[src/rtl/multicycle_controller.sv]
// ============================================================================
// Module   : multicycle_controller
// Purpose  : Main control FSM of the RV32I multicycle core.
// Revision : 1.0 - initial release
// ============================================================================
`default_nettype none

module multicycle_controller #(
    parameter int XLEN = 32
) (
    input  logic       clk_i,
    input  logic       rstn_i,
    input  logic [6:0] opcode_i,
    input  logic [2:0] funct3_i,
    input  logic       funct7b5_i,
    input  logic       zero_i,
    input  logic       mem_ready_i,
    output logic       mem_req_o,
    output logic       mem_we_o,
    output logic       adr_src_o,
    output logic       ir_write_o,
    output logic       pc_write_o,
    output logic       reg_write_o,
    output logic [1:0] alu_src_a_o,
    output logic [1:0] alu_src_b_o,
    output logic [1:0] alu_op_o,
    output logic [1:0] result_src_o,
    output logic [2:0] imm_src_o,
    output logic       trap_o,
    output logic [3:0] state_o
);

    typedef enum logic [3:0] {
        c_FETCH    = 4'd0,
        c_DECODE   = 4'd1,
        c_MEMADR   = 4'd2,
        c_MEMREAD  = 4'd3,
        c_MEMWB    = 4'd4,
        c_MEMWRITE = 4'd5,
        c_EXECR    = 4'd6,
        c_EXECI    = 4'd7,
        c_ALUWB    = 4'd8,
        c_BRANCH   = 4'd9,
        c_JAL      = 4'd10,
        c_JALR     = 4'd11,
        c_JALR2    = 4'd12,
        c_LUI      = 4'd13,
        c_TRAP     = 4'd14
    } state_t;

    localparam logic [6:0] c_OP_LOAD   = 7'b0000011;
    localparam logic [6:0] c_OP_STORE  = 7'b0100011;
    localparam logic [6:0] c_OP_R      = 7'b0110011;
    localparam logic [6:0] c_OP_I      = 7'b0010011;
    localparam logic [6:0] c_OP_BRANCH = 7'b1100011;
    localparam logic [6:0] c_OP_JAL    = 7'b1101111;
    localparam logic [6:0] c_OP_JALR   = 7'b1100111;
    localparam logic [6:0] c_OP_LUI    = 7'b0110111;

    // The controller is width-agnostic; XLEN only documents the datapath it drives.
    generate
        if (XLEN < 32) begin : g_xlen_narrow
        end
    endgenerate

    // funct7b5 is consumed by the ALU decoder, not by the sequencing FSM.
    logic w_unused_funct7b5;
    assign w_unused_funct7b5 = funct7b5_i;

    state_t r_state;
    state_t w_next_state;
    logic   r_trap;

    always_ff @(posedge clk_i) begin
        if (!rstn_i) begin
            r_state <= c_FETCH;
            r_trap  <= 1'b0;
        end else begin
            r_state <= w_next_state;
            r_trap  <= r_trap | (w_next_state == c_TRAP);
        end
    end

    always_comb begin
        w_next_state = r_state;
        mem_req_o    = 1'b0;
        mem_we_o     = 1'b0;
        adr_src_o    = 1'b0;
        ir_write_o   = 1'b0;
        pc_write_o   = 1'b0;
        reg_write_o  = 1'b0;
        alu_src_a_o  = 2'b00;
        alu_src_b_o  = 2'b00;
        alu_op_o     = 2'b00;
        result_src_o = 2'b00;
        imm_src_o    = 3'b000;

        case (r_state)
            c_FETCH: begin
                mem_req_o    = 1'b1;
                alu_src_b_o  = 2'b10;
                result_src_o = 2'b10;
                if (mem_ready_i) begin
                    ir_write_o   = 1'b1;
                    pc_write_o   = 1'b1;
                    w_next_state = c_DECODE;
                end
            end
            c_DECODE: begin
                // Branch target is precomputed into ALUOut while decoding.
                alu_src_a_o = 2'b01;
                alu_src_b_o = 2'b01;
                imm_src_o   = 3'b010;
                case (opcode_i)
                    c_OP_LOAD, c_OP_STORE: w_next_state = c_MEMADR;
                    c_OP_R:                w_next_state = c_EXECR;
                    c_OP_I:                w_next_state = c_EXECI;
                    c_OP_BRANCH:           w_next_state = c_BRANCH;
                    c_OP_JAL:              w_next_state = c_JAL;
                    c_OP_JALR:             w_next_state = c_JALR;
                    c_OP_LUI:              w_next_state = c_LUI;
                    default:               w_next_state = c_TRAP;
                endcase
            end
            c_MEMADR: begin
                alu_src_a_o = 2'b10;
                alu_src_b_o = 2'b01;
                if (opcode_i == c_OP_LOAD) begin
                    imm_src_o    = 3'b000;
                    w_next_state = c_MEMREAD;
                end else begin
                    imm_src_o    = 3'b001;
                    w_next_state = c_MEMWRITE;
                end
            end
            c_MEMREAD: begin
                mem_req_o = 1'b1;
                adr_src_o = 1'b1;
                if (mem_ready_i) begin
                    w_next_state = c_MEMWB;
                end
            end
            c_MEMWB: begin
                result_src_o = 2'b01;
                reg_write_o  = 1'b1;
                w_next_state = c_FETCH;
            end
            c_MEMWRITE: begin
                mem_req_o = 1'b1;
                mem_we_o  = 1'b1;
                adr_src_o = 1'b1;
                if (mem_ready_i) begin
                    w_next_state = c_FETCH;
                end
            end
            c_EXECR: begin
                alu_src_a_o  = 2'b10;
                alu_op_o     = 2'b10;
                w_next_state = c_ALUWB;
            end
            c_EXECI: begin
                alu_src_a_o  = 2'b10;
                alu_src_b_o  = 2'b01;
                alu_op_o     = 2'b10;
                w_next_state = c_ALUWB;
            end
            c_ALUWB: begin
                reg_write_o  = 1'b1;
                w_next_state = c_FETCH;
            end
            c_BRANCH: begin
                alu_src_a_o = 2'b10;
                alu_op_o    = 2'b01;
                case (funct3_i)
                    3'b000: begin
                        pc_write_o   = zero_i;
                        w_next_state = c_FETCH;
                    end
                    3'b001: begin
                        pc_write_o   = ~zero_i;
                        w_next_state = c_FETCH;
                    end
                    default: w_next_state = c_TRAP;
                endcase
            end
            c_JAL: begin
                alu_src_a_o  = 2'b01;
                alu_src_b_o  = 2'b10;
                pc_write_o   = 1'b1;
                w_next_state = c_ALUWB;
            end
            c_JALR: begin
                alu_src_a_o  = 2'b10;
                alu_src_b_o  = 2'b01;
                w_next_state = c_JALR2;
            end
            c_JALR2: begin
                alu_src_a_o  = 2'b01;
                alu_src_b_o  = 2'b10;
                pc_write_o   = 1'b1;
                w_next_state = c_ALUWB;
            end
            c_LUI: begin
                // rs1 is forced to x0 by the datapath, so rs1 + imm yields the U-immediate.
                alu_src_a_o  = 2'b10;
                alu_src_b_o  = 2'b01;
                imm_src_o    = 3'b100;
                w_next_state = c_ALUWB;
            end
            c_TRAP: begin
                w_next_state = c_TRAP;
            end
            default: begin
                w_next_state = c_TRAP;
            end
        endcase
    end

    assign trap_o  = r_trap;
    assign state_o = r_state;

endmodule

`default_nettype wire

[config.mk]
export PLATFORM = sky130hd
export DESIGN_NAME = multicycle_controller
export DESIGN_NICKNAME = d
export VERILOG_FILES = /design/src/rtl/multicycle_controller.sv
export SDC_FILE = /design/constraint.sdc
export NUM_CORES = 1
export LEC_CHECK = 0
export CORE_UTILIZATION = 42
export CTS_BUF_LIST = sky130_fd_sc_hd__clkbuf_8
export CTS_CLUSTER_SIZE = 28
export DETAILED_ROUTE_END_ITERATION = 7
export GPL_ROUTABILITY_DRIVEN = 0
export PLACE_DENSITY = 0.88
export SYNTH_ARGS = -nofsm -noshare
export SYNTH_HDL_FRONTEND = slang
export SYNTH_SLANG_ARGS = --single-unit
[constraint.sdc]
create_clock -name clk_i -period 2.7 [get_ports clk_i]
set_input_delay 0.54 -clock clk_i [delete_from_list [all_inputs] [get_ports clk_i]]
set_output_delay 0.54 -clock clk_i [all_outputs]
set_load 0.01 [all_outputs]
==> run metrics <==
CP delay by family, top buffers and inverters; fmax 378 MHz; worst r2r dst state_o[1]; post-synth cell types 43; Worst setup EP type output port; R2R Setup Slk 0.96 ns; final setup TNS 0 ns; via count 823; Most Frequent Cell on Critical Path clkdlybuf4s50_1; DP Area 1040 um^2; arrival time worst endpoint 2.10 ns; post-layout min period 2.64 ns; worst-margin pin slew 0.440 ns; FFs w/ async S/R, synth 0; startpoint types input port; routed len/inst 13.9 um; flops & latches, synth 5; largest family of logic cells by synthesized area simple AND/OR/NAND/NOR gates; Most used DFF post-synth dfxtp_1; mux contribution to synthesized area 0.0333; Vias/cell 5.60; status finished clean; Setup Viol. Count Final 0; number of antenna violations at the first check in global routing 0; largest net degree at the start of global routing 17; Post-DRT Antenna Nets 0; Post-Syn Nets 105; CTS tree done; final WL 2040 um; clock slew at reported path FFs 0.03 ns; max cap viols 0; cell at the slowest stage of the critical path clkdlybuf4s50_1; layout cells sized above 1 0.167; total power 0.619 mW; Crit Path Category in2out; post-synthesis cell count 90; Clock H-tree levels 1; ANT cells 0; WP buf/inv 2; Port Buffers 35; synth warn 0; maximum vdd ir drop 474 uV; CP Data Required Time 2.16 ns; Critical R2R Launch state_o[2]; HP Class reg2reg; Clock Sinks 5; DR iter-0 viols 20; die width 41.0 um; simple-gate share of the synthesized area 0.401; fin crit share 0.979; First-pass DRT Iterations 6; Hold EP trap_o; Clock Skew 0.00122 ns; Post-Synth XOR/XNOR Area 0.0548; vias in the first global route 668; crit path max fanout 4; clk buf depth 2; # nets final 148; Die ar. 1680 um^2; Detailed Place HPWL 1580 um; Clk Latency, worst-skew pair 0.22 ns; Residual DRC 0; WHS 0.473 ns; GRT overflow 0; cell area after synthesis 639 um^2; Root Driver clkbuf_8; Cell Rows 13; R2R depth 7; CTS Hold Bufs 0; Initial Util 0.474; Final Max Slew Viols 0; Final Hold Fails 0; Power Density 564 nW/um^2; area grow syn2layout 71.8%; Compound-Gate Fraction of Synth Area 0.294; WHS Path Cells 2; Core ar. 1350 um^2; critical hold path startpoint trap_o; sequential-to-total area share from yosys stat 0.157; CP max stage delay 0.51 ns; crit-path cells clkdlybuf4s50_1 -> nand3b_1 -> nor4b_4 -> nor3_2 -> clkdlybuf4s50_1; CTS Buf Count 3; Die Ht 41.0 um; number of synthesized flops with an enable pin 0; All-Layer GR Usage 0.269; adder-cell area share of the yosys netlist 0; first-pass GRT wire length 2890 um; Rel. slew slack 0.704; static leakage 0.437 nW; Syn Area/Cell 7.10 um^2; final instance area 1100 um^2; io pins 37
tightest hold or removal path: stages (launching register included):
cell	delay, ns
dfxtp_1	0.33
nand2_1	0.06
o31ai_1	0.05
power breakdown:
part	leakage (nW)	total, mW	internal (mW)	switching [mW]
clock network	0.0269	0.133	0.0974	0.0357
registers	0.0408	0.104	0.0843	0.0193
logic	0.369	0.383	0.209	0.174
sequential cells by signal (all words and copies together) (netlist names):
register and count:
state_o 4, trap_o 1
layout make-up:
class	count	area, um^2
Multi-Input combinational cell	76	509
Timing Repair Buffer	43	410
Fill cell	91	251
Sequential cell	5	100
Clock buffer	3	41.3
Tap cell	15	18.8
Inverter	4	15.0
Clock inverter	1	3.75
metrics by stage:
step | setup WS (ns) | utilization | std cells
2_1_floorplan | 0.717 | - | 90
3_5_place_dp | 0.0511 | 0.768 | 142
3_3_place_gp | 0.0953 | 0.768 | 142
6_report | 0.0555 | 0.814 | 147
5_1_grt | -0.0140 | 0.814 | 147
4_1_cts | 0.0285 | 0.802 | 146
cell families (layout without fill, tap and decap cells):
family / after synthesis / count (layout)
AOI/OAI and AO/OA: 27 / 27
xor gates and xnor gates: 4 / 4
buffers and inverters: 9 / 51
DFF: 5 / 5
muxes: 2 / 2
and+or+nand+nor: 43 / 43
per-layer routing:
layer  wire (um)  share of wire  vias to the layer above  track usage
met5           0              0                        -            0
met4          11         0.0054                        0        0.117
met3          79          0.039                        2       0.0543
met2        1000           0.49                       28        0.434
met1         942           0.46                      378        0.340
li1            -              -                      415            -
layout by cell type (no fill, tap or decap), types with 2 or more instances in the layout:
cell	instances
a21oi_1	6
and2_1	2
and3_1	3
and3b_1	2
buf_4	8
clkbuf_8	3
clkdlybuf4s50_1	35
dfxtp_1	5
inv_1	4
nand2_1	7
nand2b_1	3
nand3_1	2
nand3b_1	3
nor2_1	6
nor2b_1	2
nor3_1	4
o21ai_0	6
o31ai_1	3
xnor2_1	2
xor2_1	2
cell usage after synthesis, types with 3 or more instances:
cell type / number / area (um^2)
a21oi_1: 6 / 30.0
and3_1: 3 / 18.8
buf_2: 4 / 20.0
dfxtp_1: 5 / 100
inv_1: 3 / 11.3
nand2_1: 7 / 26.3
nand2b_1: 3 / 18.8
nand3b_1: 3 / 22.5
nor2_1: 6 / 22.5
nor3_1: 4 / 20.0
o21ai_0: 6 / 30.0
o31ai_1: 3 / 22.5
what timing repair did:
item                                    CTS  global route
gates resized for setup                   0             1
buffers inserted                          0             1
endpoints found under the setup margin    0             1
hold endpoints to repair                  0             0
worst max path at each step:
| stage | from | endpoint | slack [ns] | cells past startpoint |
|---|---|---|---|---|
| 6_report | opcode_i[0] | imm_src_o[0] | 0.06 | 5 |
| 5_1_grt | opcode_i[0] | imm_src_o[0] | -0.01 | 5 |
| 4_1_cts | opcode_i[0] | imm_src_o[0] | 0.03 | 5 |
| 3_5_place_dp | opcode_i[3] | imm_src_o[0] | 0.05 | 5 |
| 3_3_place_gp | opcode_i[0] | imm_src_o[0] | 0.1 | 5 |
| 2_1_floorplan | state_o[2] | ir_write_o | 0.72 | 4 |
Power figures use the tool's default switching activity.
==> RTL change: new RTL, config.mk and constraints unchanged <==
Reset style: asynchronous (`rstn_i`), changed in one clocked block.
--- a/src/rtl/multicycle_controller.sv
+++ b/src/rtl/multicycle_controller.sv
@@ -73,3 +73,3 @@
 
-    always_ff @(posedge clk_i) begin
+    always_ff @(posedge clk_i or negedge rstn_i) begin
         if (!rstn_i) begin
Behaviour: differs if rstn_i is asserted again (counterexample within 4 cycles, from zero or initial values and one cycle with rstn_i low); with rstn_i held inactive, the same outputs for 10 cycles.
==> RTL change against the unedited design <==
Core utilization shrank 7.4 points. Die area grew 8.9%. Setup slack gained 0.094 ns. Cell area grew 2.6%. Wire length shrank 5.4%. Sequential cell count is the same. Synthesized area grew 9.4%. Highest routed layer unchanged.
Power is not compared: it rests on default switching activity, and its combinational part moved more than twofold at a synthesized area within 25%.
==> RTL change: results (changes against the unedited design) <==
Synthesis:
- By area the synthesized netlist is led by dfrtp_1, nor2_1, nand2_1.
- The synthesized net count is 110 (+4.8%).
- The proportion of synthesized area in mux cells is 0 (-0.03327).
- The gate count of the mapped netlist is 95 (+5.6%).
- The synthesized-area fraction occupied by xor and xnor cells is 0.02504 (-0.02975).
- The unique cell type count in the Yosys netlist is 46 (+7.0%).
- The fraction of registers with async set or reset after synthesis is 1.000 (+1.000).
- The complex-gate fraction of the synthesized area is 0.2826 (-0.01089).
- By count the netlist is led by nor2_1, nand2_1, a21oi_1, dfrtp_1.
- The sequential area share after synthesis is 0.1789 (+0.02234).

Layout:
- The final-layout fill cell count was 122 (+34%).
- The share of final-layout standard cells stronger than drive strength 1 is 0.1481 (-0.01852).
- The post-layout instance count excluding filler cells is 151 (+2.7%).
- The flip-flop count of the largest register after layout was 4 (unchanged).

Route:
- The average routed wire per standard cell is 12.76 um (-8.0%).
- The detailed-routing iteration count for the pre-antenna-repair pass is 4 (-2).
- The number of DRC violations after detailed-routing iteration 0 is 10 (-50%).
- The detailed-route via count came to 845 (+2.7%).

CTS:
- The cell chosen for the clock root is clkbuf_8.
- The register clock-pin slew on the reported worst setup and hold paths is 0.04 ns.
- The maximum root-to-sink buffer count is 2 (unchanged).
- The worst-skew pair later-pin latency is 0.22 ns (about the same).

Global routing:
- The number of global-route vias before repair is 804 (+20%).
- The first-pass GRT wire length is 3139 um (+8.6%).
- The total routing resource utilization after global routing was 0.2155 (-0.05306).
- The largest net degree at the start of global routing is 19 (+2).

Place:
- The post-DP HPWL is 1471 um (-6.7%).
- The worst slack at placement is 0.1794 ns (+0.1284 ns).

Worst setup path:
- The worst endpoint data arrival time is 2.01 ns (-0.09 ns).
- The delay of the slowest cell on the worst path is 0.67 ns (+0.16 ns).
- The slowest stage of the critical path belongs to the cell dfrtp_1.
- The maximum fanout count along the critical path is 18 (+14).

Timing:
- The worst clock skew is 0.002382 ns (+0.001166 ns).
- The measured slew at the worst slew-check pin was 0.5363 ns (+0.09645 ns).

Run status:
- The flow ran to the end, and the final reports show no timing, DRC or antenna violations.
RTL change: final cells by class:
class,count,share of cell area
Multi-Input combinational cell,82,0.4628
Timing Repair Buffer,43,0.3640
Sequential cell,5,0.1121
Clock buffer,3,0.03663
Tap cell,16,0.01776
Clock inverter,1,0.003330
Inverter,1,0.003330
RTL change: through the flow:
stage          hold WS, ns  instance area, sq um  power [mW]
3_5_place_dp        0.4654                  1081       1.006
2_1_floorplan       0.2444                 699.4      0.6334
6_report            0.4764                  1127       1.148
5_1_grt             0.4994                  1127       1.223
3_3_place_gp        0.4561                  1081      0.9891
4_1_cts             0.4769                  1126       1.147
RTL change: repair_timing:
action | in CTS | in global routing
gates resized for setup | 0 | 1
setup endpoints to repair | 0 | 2
hold endpoints to repair | 0 | 0
hold buffers | 0 | 0
RTL change: worst paths after layout:
kind	start	end	slack, ns	cells past startpoint
max in group asynchronous	rstn_i	state_o[2]	1.96	1
min	trap_o	trap_o	0.48	1
max reg2reg	state_o[1]	trap_o	1.07	5
min reg2reg	trap_o	trap_o	0.48	1
max	state_o[1]	imm_src_o[0]	0.15	3
min in group asynchronous	rstn_i	state_o[3]	0.54	1
RTL change: cells by family (layout without fill, tap and decap cells):
kind of cell           count (synthesis)  count (layout)
AND/OR/NAND/NOR                       50              50
buffers and inverters                  8              48
flip-flops                             5               5
XOR/XNOR                               2               2
AO/OA/AOI/OAI                         30              30
RTL change: critical path, delay by kind of cell (launching register included):
| kind | cells | cell delay, ns |
|---|---|---|
| AO/OA/AOI/OAI | 1 | 0.23 |
| AND/OR/NAND/NOR | 1 | 0.33 |
| buffers and inverters | 1 | 0.55 |
| flip-flops | 1 | 0.67 |
RTL change: layer usage:
layer / up-vias / track usage / part of all wire
met5: - / 0 / 0
met4: 0 / 0.1188 / 0.0088
met3: 2 / 0.02128 / 0.064
met2: 39 / 0.3909 / 0.52
met1: 379 / 0.2408 / 0.41
li1: 425 / - / -
RTL change: power by group through the flow:
stage	Clock, mW	Sequential, mW	Combinational [mW]
final	0.135	0.196	0.817
after floorplan	0	0.158	0.476
after detailed placement	0	0.194	0.813
after global routing	0.142	0.205	0.876
after CTS	0.136	0.193	0.817
after global placement	0	0.192	0.797
